`src/rtl/idu_sched.sv`:
```
// IncDec-unit scheduler: arbitrates PC/SP/HL step requests onto the shared IDU, plus IE-load edge detect.
// Build option IDU_SCHED_RR_EN selects round-robin arbitration; otherwise fixed priority SP > HL > PC.
module idu_sched (
  input  logic       CLK,
  input  logic       nRESET,
  input  logic       pc_req,
  input  logic       sp_req,
  input  logic       sp_dec,
  input  logic       sp_two,
  input  logic       hl_req,
  input  logic       hl_dec,
  input  logic       stall,
  input  logic       ie_hit,
  input  logic       wr,
  output logic       idu_inc,
  output logic       idu_dec,
  output logic       idu_pair,
  output logic [1:0] idu_sel,
  output logic       pc_gnt,
  output logic       sp_gnt,
  output logic       hl_gnt,
  output logic       busy,
  output logic       ie_load
);
  typedef enum logic [1:0] {IDLE = 2'd0, STEP = 2'd1, STEP2 = 2'd2} state_t;

  localparam logic [1:0] SEL_NONE = 2'd0;
  localparam logic [1:0] SEL_PC   = 2'd1;
  localparam logic [1:0] SEL_SP   = 2'd2;
  localparam logic [1:0] SEL_HL   = 2'd3;

  state_t     state_q, state_d;
  logic [1:0] win_q, win_d;
  logic       dir_q, dir_d;
  logic       two_q, two_d;
  logic       arm_q;
  logic       idu_inc_q, idu_inc_d;
  logic       idu_dec_q, idu_dec_d;
  logic       idu_pair_q, idu_pair_d;
  logic [1:0] idu_sel_q, idu_sel_d;
  logic       pc_gnt_q, pc_gnt_d;
  logic       sp_gnt_q, sp_gnt_d;
  logic       hl_gnt_q, hl_gnt_d;
  logic       busy_q, busy_d;
  logic       ie_load_q, ie_load_d;
  logic       ie_prev_q;
  logic [2:0] req_m;
  logic [1:0] pick;
  logic       gnt_now, arb, act, fin, ie_lvl;

  // Returns the first requesting source in the order p0, p1, p2 (r is indexed by sel code - 1).
  function automatic logic [1:0] first_req(input logic [2:0] r, input logic [1:0] p0,
                                           input logic [1:0] p1, input logic [1:0] p2);
    logic [1:0] res;
    res = SEL_NONE;
    if (r[p2 - 2'd1]) res = p2;
    if (r[p1 - 2'd1]) res = p1;
    if (r[p0 - 2'd1]) res = p0;
    return res;
  endfunction

  assign gnt_now = pc_gnt_q | sp_gnt_q | hl_gnt_q;

  // The requester granted this cycle still holds its request, so hide it from the re-arbitration.
  always_comb begin
    req_m = {hl_req, sp_req, pc_req};
    if (gnt_now && (win_q != SEL_NONE)) req_m[win_q - 2'd1] = 1'b0;
  end

`ifdef IDU_SCHED_RR_EN
  logic [1:0] last_q, last_d;

  always_comb begin
    case (last_q)
      SEL_SP:  pick = first_req(req_m, SEL_HL, SEL_PC, SEL_SP);
      SEL_HL:  pick = first_req(req_m, SEL_PC, SEL_SP, SEL_HL);
      default: pick = first_req(req_m, SEL_SP, SEL_HL, SEL_PC);
    endcase
    last_d = (arb && (pick != SEL_NONE)) ? pick : last_q;
  end

  always_ff @(posedge CLK or negedge nRESET) begin
    if (!nRESET) last_q <= SEL_PC;
    else         last_q <= last_d;
  end
`else
  always_comb pick = first_req(req_m, SEL_SP, SEL_HL, SEL_PC);
`endif

  // idu_pair_q tells whether the current state's step really happened or was frozen by stall.
  always_comb begin
    state_d = state_q;
    win_d   = win_q;
    dir_d   = dir_q;
    two_d   = two_q;
    arb     = 1'b0;
    case (state_q)
      IDLE: arb = arm_q && !stall;
      STEP, STEP2: begin
        if (idu_pair_q) begin
          if (!gnt_now)   state_d = STEP2;
          else if (stall) state_d = IDLE;
          else            arb = 1'b1;
        end
      end
      default: state_d = IDLE;
    endcase
    if (arb) begin
      if (pick == SEL_NONE) begin
        state_d = IDLE;
      end else begin
        state_d = STEP;
        win_d   = pick;
        dir_d   = (pick == SEL_SP) ? sp_dec : (pick == SEL_HL) ? hl_dec : 1'b0;
        two_d   = (pick == SEL_SP) && sp_two;
      end
    end
  end

  always_comb begin
    act        = (state_d != IDLE) && !stall;
    fin        = act && ((state_d == STEP2) || !two_d);
    idu_sel_d  = (state_d == IDLE) ? SEL_NONE : win_d;
    idu_pair_d = act;
    idu_inc_d  = act && !dir_d;
    idu_dec_d  = act && dir_d;
    pc_gnt_d   = fin && (win_d == SEL_PC);
    sp_gnt_d   = fin && (win_d == SEL_SP);
    hl_gnt_d   = fin && (win_d == SEL_HL);
    busy_d     = (state_d != IDLE);
    ie_lvl     = ie_hit & wr;
    ie_load_d  = ie_lvl & ~ie_prev_q;
  end

  always_ff @(posedge CLK or negedge nRESET) begin
    if (!nRESET) begin
      state_q    <= IDLE;
      win_q      <= SEL_NONE;
      dir_q      <= 1'b0;
      two_q      <= 1'b0;
      arm_q      <= 1'b0;
      idu_inc_q  <= 1'b0;
      idu_dec_q  <= 1'b0;
      idu_pair_q <= 1'b0;
      idu_sel_q  <= SEL_NONE;
      pc_gnt_q   <= 1'b0;
      sp_gnt_q   <= 1'b0;
      hl_gnt_q   <= 1'b0;
      busy_q     <= 1'b0;
      ie_load_q  <= 1'b0;
      ie_prev_q  <= 1'b0;
    end else begin
      state_q    <= state_d;
      win_q      <= win_d;
      dir_q      <= dir_d;
      two_q      <= two_d;
      arm_q      <= 1'b1;
      idu_inc_q  <= idu_inc_d;
      idu_dec_q  <= idu_dec_d;
      idu_pair_q <= idu_pair_d;
      idu_sel_q  <= idu_sel_d;
      pc_gnt_q   <= pc_gnt_d;
      sp_gnt_q   <= sp_gnt_d;
      hl_gnt_q   <= hl_gnt_d;
      busy_q     <= busy_d;
      ie_load_q  <= ie_load_d;
      ie_prev_q  <= ie_lvl;
    end
  end

  assign idu_inc  = idu_inc_q;
  assign idu_dec  = idu_dec_q;
  assign idu_pair = idu_pair_q;
  assign idu_sel  = idu_sel_q;
  assign pc_gnt   = pc_gnt_q;
  assign sp_gnt   = sp_gnt_q;
  assign hl_gnt   = hl_gnt_q;
  assign busy     = busy_q;
  assign ie_load  = ie_load_q;
endmodule

```
`config.mk`:
```
export PLATFORM = sky130hd
export DESIGN_NAME = idu_sched
export DESIGN_NICKNAME = d
export VERILOG_FILES = /design/src/rtl/idu_sched.sv
export SDC_FILE = /design/constraint.sdc
export NUM_CORES = 1
export LEC_CHECK = 0
export BUFFER_PORTS_ARGS = -buffer_cell sky130_fd_sc_hd__buf_2
export CAP_MARGIN = 20
export CORE_MARGIN = 5
export CORE_UTILIZATION = 40
export DETAILED_ROUTE_END_ITERATION = 6
export PLACE_DENSITY = 0.69
export SLEW_MARGIN = 20
export SYNTH_ARGS = -nofsm -noshare
export SYNTH_HDL_FRONTEND = slang
export SYNTH_SLANG_ARGS = --single-unit
```
`constraint.sdc`:
```
create_clock -name CLK -period 6.3 [get_ports CLK]
set_clock_uncertainty 0.05 [all_clocks]
set_input_delay 0.945 -clock CLK [delete_from_list [all_inputs] [get_ports CLK]]
set_output_delay 0.945 -clock CLK [all_outputs]
set_load 0.005 [all_outputs]
```
# == Word level (Yosys, flattened, before mapping) ==
# Cells that the tools add are included.
# totals
register_bits,18
latch_bits,0
ramBits,0
mem_bits_ro,0
inputBits,11
out_inout_bits,10
elab_cells,79
mem_count,0
# op_classes
n_addsub,1
mul,0
div,0
order_cmp,2
n_eq_ne,8
n_shift,0
mux,25
n_bitwise,7
n_reduce_logical,21
# ops
cell,count
2-bit 2-to-1 mux,9
2-bit == test (second input constant),6
1-bit 2-to-1 mux,12
1-bit logical AND,11
2-bit zero test,3
2-bit by 1-bit == test with 1-bit output (second input constant),2
2-bit one-hot mux with 2 select lines,1
2-bit nonzero test,2
3-bit bitwise AND,1
1-bit zero test,3
2-bit by 3-bit less-than comparator with 1-bit output (second input constant),1
3-bit 2-to-1 mux,1
3-bit inverter,1
1-bit bitwise AND,2
1-bit demux with 2-bit select,1
2-bit by 1-bit >= comparator with 1-bit output (second input constant),1
1-bit OR,2
1-bit one-hot mux with 2 select lines,1
2-bit OR reduction,1
2-bit by 1-bit subtractor with 2-bit output (second input constant),1
1-bit logical OR,1
1-bit inverter,1

# == Logic depth before layout (Yosys ltp) ==
# logic_depth
ltp_word,19
mapped_depth,8
depth_no_buf,8

# == Least setup slack after synthesis ==
# No wires, ideal clock.
# synth_path
kind,in2reg
startpoint,input port stall
endpoint,"register pc_gnt_q, in the netlist pc_gnt"
setup_time_ps,136
arrival_time_ps,2369
required_time_ps,6114
slack_ps,3745
stages,6
n_path_buf,1
path_cell_list,clkbuf_1 > and3b_1 > a311o_1 > a21o_1 > a221oi_2 > nor4b_2
# synth_between
elab_chain_len,9
elab_cells_between_ends,21
cone_classes,eq/ne: 2; mux: 11; reduce/logical: 8
# synth_rtl
item,line,rtl
start: declaration,12,"input logic stall,"
2-bit 2-to-1 mux / 1-bit 2-to-1 mux (equally long branches),102,else if (stall) state_d = IDLE;
2-bit 2-to-1 mux / 1-bit 2-to-1 mux (equally long branches),101,if (!gnt_now) state_d = STEP2;
2-bit 2-to-1 mux / 1-bit 2-to-1 mux (equally long branches),100,if (idu_pair_q) begin
2-bit one-hot mux with 2 select lines / 1-bit one-hot mux with 2 select lines (equally long branches),97,case (state_q)
2-bit 2-to-1 mux / 1-bit 2-to-1 mux (equally long branches),108,if (arb) begin
"2-bit == test, or another cell as far along",122,fin = act && ((state_d == STEP2) || !two_d);
1-bit logical OR / 1-bit logical AND (equally long branches),"122, 121",
1-bit logical AND,122,
1-bit logical AND (*),127,pc_gnt_d = fin && (win_d == SEL_PC);
via pc_gnt_d,41,"logic pc_gnt_q, pc_gnt_d;"
end signal: assignment,162,pc_gnt_q <= pc_gnt_d;
end: declaration,41,
# The timed path passes the listed nets; every way through them passes the cells marked *.

# == Worst setup path after layout ==
# layout_path
startpoint,input port stall
endpoint,"register idu_dec_q, in the netlist idu_dec"
# layout_between
elab_cells_between_ends,15
cone_classes,mux: 10; reduce/logical: 5
# layout_rtl
item,line,rtl
1-bit 2-to-1 mux,102,
1-bit 2-to-1 mux,101,
1-bit 2-to-1 mux,100,
1-bit one-hot mux with 2 select lines (*),97,
1-bit 2-to-1 mux (*),108,
via dir_d,34,"logic dir_q, dir_d;"
1-bit logical AND (*),126,idu_dec_d = act && dir_d;
via idu_dec_d,38,"logic idu_dec_q, idu_dec_d;"
end signal: assignment,159,idu_dec_q <= idu_dec_d;
end: declaration,38,
# Marked as above.

==> flow_summary.toml <==
[run_status]
status = "finished clean"

[clocking]
postCtsResizedCells = 0
path_clk_slew_ns = 0.10
numCtsBuffers = 3
cts_tree = "done"
holdBufCountCts = 0
cts.path.max_buffers = 2
root_buffer = "clkbuf_4"
cts_sinks = 18
h-tree-depth = 1
cts_setup_buffers = 0
clk_latency_ns = 0.28

[routing]
drc = 0
avgViaCountPerCell = 4.87
ant_nets = 0
vias = 619
wl_per_cell_um = 13.1
dr.pass1.iters = 4
first_iter_violations = 5
wirelength_um = 1660

[die]
die_area_um2 = 3160
num_rows = 16
die_w_um = 56.2
io_pins = 21
die_height_um = 56.2
start_util = 0.426
core_area_um2 = 2000

[final_layout]
seq_area_um2 = 450
nFillCells = 200
area_delta_synth_final_pct = 18.9
mostFrequentLayoutCells = "buf_2 (20), dfrtp_1 (18), inv_1 (8), nor2b_1 (4), nor2_1 (4)"
fin_cells = 127
multi_input_area_um2 = 364
diodes = 0
fin_area_um2 = 1010
final_common_cell = "buf_2"
final_nets = 114
drive_gt1_frac = 0.330

[critical_path]
cp_slowest_cell = "mux2_4"
r2r-start = "state_q[0]"
path_class = "input port to flip-flop"
r2r_slack_ns = 4.05
arrival_ns = 2.40
r2r_cells = 7
cp.buffers_inverters = 1
regToRegEndpoint = "idu_dec"
worst_setup_path_start_kind = "input port"
cp_max_fo = 9
critPathRequiredTime_ns = 6.42
cpPeakStageDelay_ns = 0.33
crit_family = "compound AO/OA/AOI/OAI gates"
crit_path_end_kind = "flip-flop"
crit_path_cell_trace = "buf_2 -> nor2b_1 -> a32o_1 -> o211a_2 -> mux2_4 -> nor3b_2"

[hold_path]
min-delay-start = "ie_prev_q"
holdPathEnd = "ie_load"
holdCritPathClass = "flip-flop to flip-flop"
holdPathStages = 1

[sta]
final_hold_viol_count = 0
setup_viol = 0
tns_ns = 0
layout_setup_ws_ns = 4.01
final.min_clock_period_ns = 2.29
final_max_slew_viol_count = 0
fmax_mhz = 438
rsz0062_at_grt = "false"
finalCritPeriodShare = 0.363

[synth]
ys_warn_count = 0
synth-seq-area-share = 0.528
ys_async_sr_fraction = 1.00
synth.distinct_cells = 35
synth_cells = 78
syn-cell-area_um2 = 853
synth_edf_count = 0
syn_nets = 91
synth_seq_cells = 18
syn_avg_cell_area_um2 = 10.9
synth_ff_type = "dfrtp_1"

[placed_design]
dpl.hpwl_um = 1360
post_dp_cell_area_um2 = 978
dp_cells = 123
place.gp.congestion = 0.839
pre_cts_ws_ns = 3.71
numPortBuffers = 20

[pwr]
p_sw_frac = 0.367
power.total_mw = 0.413
pwr-share-comb = 0.415
powerDensity_nw_per_um2 = 407
ir_drop_mv = 0.176
internal_power_mw = 0.262
p_leak_nw = 0.512
clkPwrFrac = 0.165
power_switching_mw = 0.151
pwr-share-seq = 0.420

[global_routing]
grt_pass1_vias = 671
antenna_found_initial = 0
grt_max_degree = 19
grt_overflow = 0
grt_first_pass_wirelength_um = 2960
grt_util_all_layers = 0.120

[flow_run]
drv_cap = 0
## metal layers
metal,track usage,part of all wire
met5,0,0
met4,0.0610,0.0054
met3,0.0302,0.066
met2,0.210,0.51
met1,0.133,0.42
## cell type report
class | count | area share
sequential | 18 | 0.444
multi-input combinational | 50 | 0.359
timing repair buffer | 20 | 0.0986
clock buffer | 4 | 0.0358
tap | 27 | 0.0333
inverter | 8 | 0.0296
## power groups by stage
stage | Clock [mW] | Combinational (mW) | Sequential (mW)
after detailed placement | 0 | 0.174 | 0.177
after global placement | 0 | 0.169 | 0.175
after CTS | 0.0712 | 0.175 | 0.175
final | 0.0682 | 0.171 | 0.174
after global routing | 0.0768 | 0.194 | 0.180
after floorplan | 0 | 0.121 | 0.175
## synth_stat cells (2+ instances only)
| cell | n | area share |
|---|---|---|
| nor2_1 | 4 | 0.018 |
| nor3b_2 | 2 | 0.029 |
| a21o_1 | 2 | 0.018 |
| nor4_1 | 2 | 0.015 |
| nor3_1 | 2 | 0.012 |
| a21oi_1 | 2 | 0.012 |
| ha_1 | 2 | 0.029 |
| dfrtp_1 | 18 | 0.53 |
| nand3_1 | 3 | 0.018 |
| o21ai_0 | 3 | 0.018 |
| nor2b_1 | 4 | 0.029 |
| a31oi_1 | 2 | 0.015 |
| inv_1 | 8 | 0.035 |
| nand2_1 | 3 | 0.013 |
## worst max-delay path by stage
| stage | from | end | slack, ns | depth (start not counted) |
|---|---|---|---|---|
| 6_report | stall | idu_dec | 4.01 | 6 |
| 5_1_grt | state_q[0] | idu_inc | 3.89 | 7 |
| 4_1_cts | stall | idu_dec | 4.02 | 6 |
| 3_5_place_dp | stall | idu_dec | 3.71 | 6 |
| 3_3_place_gp | stall | idu_dec | 3.73 | 6 |
| 2_1_floorplan | stall | pc_gnt | 3.74 | 6 |
## cell families (layout without fill, tap and decap cells)
family,after synthesis,count (layout),synth area share
compound gates,17,17,0.152
fa+ha+maj,2,2,0.0293
buf+inv,10,32,0.0454
flops,18,18,0.528
mux,3,3,0.0425
other cells,1,1,0.00439
simple gates,27,27,0.198
## stage by stage
stage                     hold slack [ns]  utilization
after global routing                0.381        0.507
after global placement              0.334        0.489
after CTS                           0.353        0.507
after floorplan                     0.328            -
after detailed placement            0.339        0.489
final                               0.349        0.507
No activity file was read; power rests on OpenSTA's default activity.
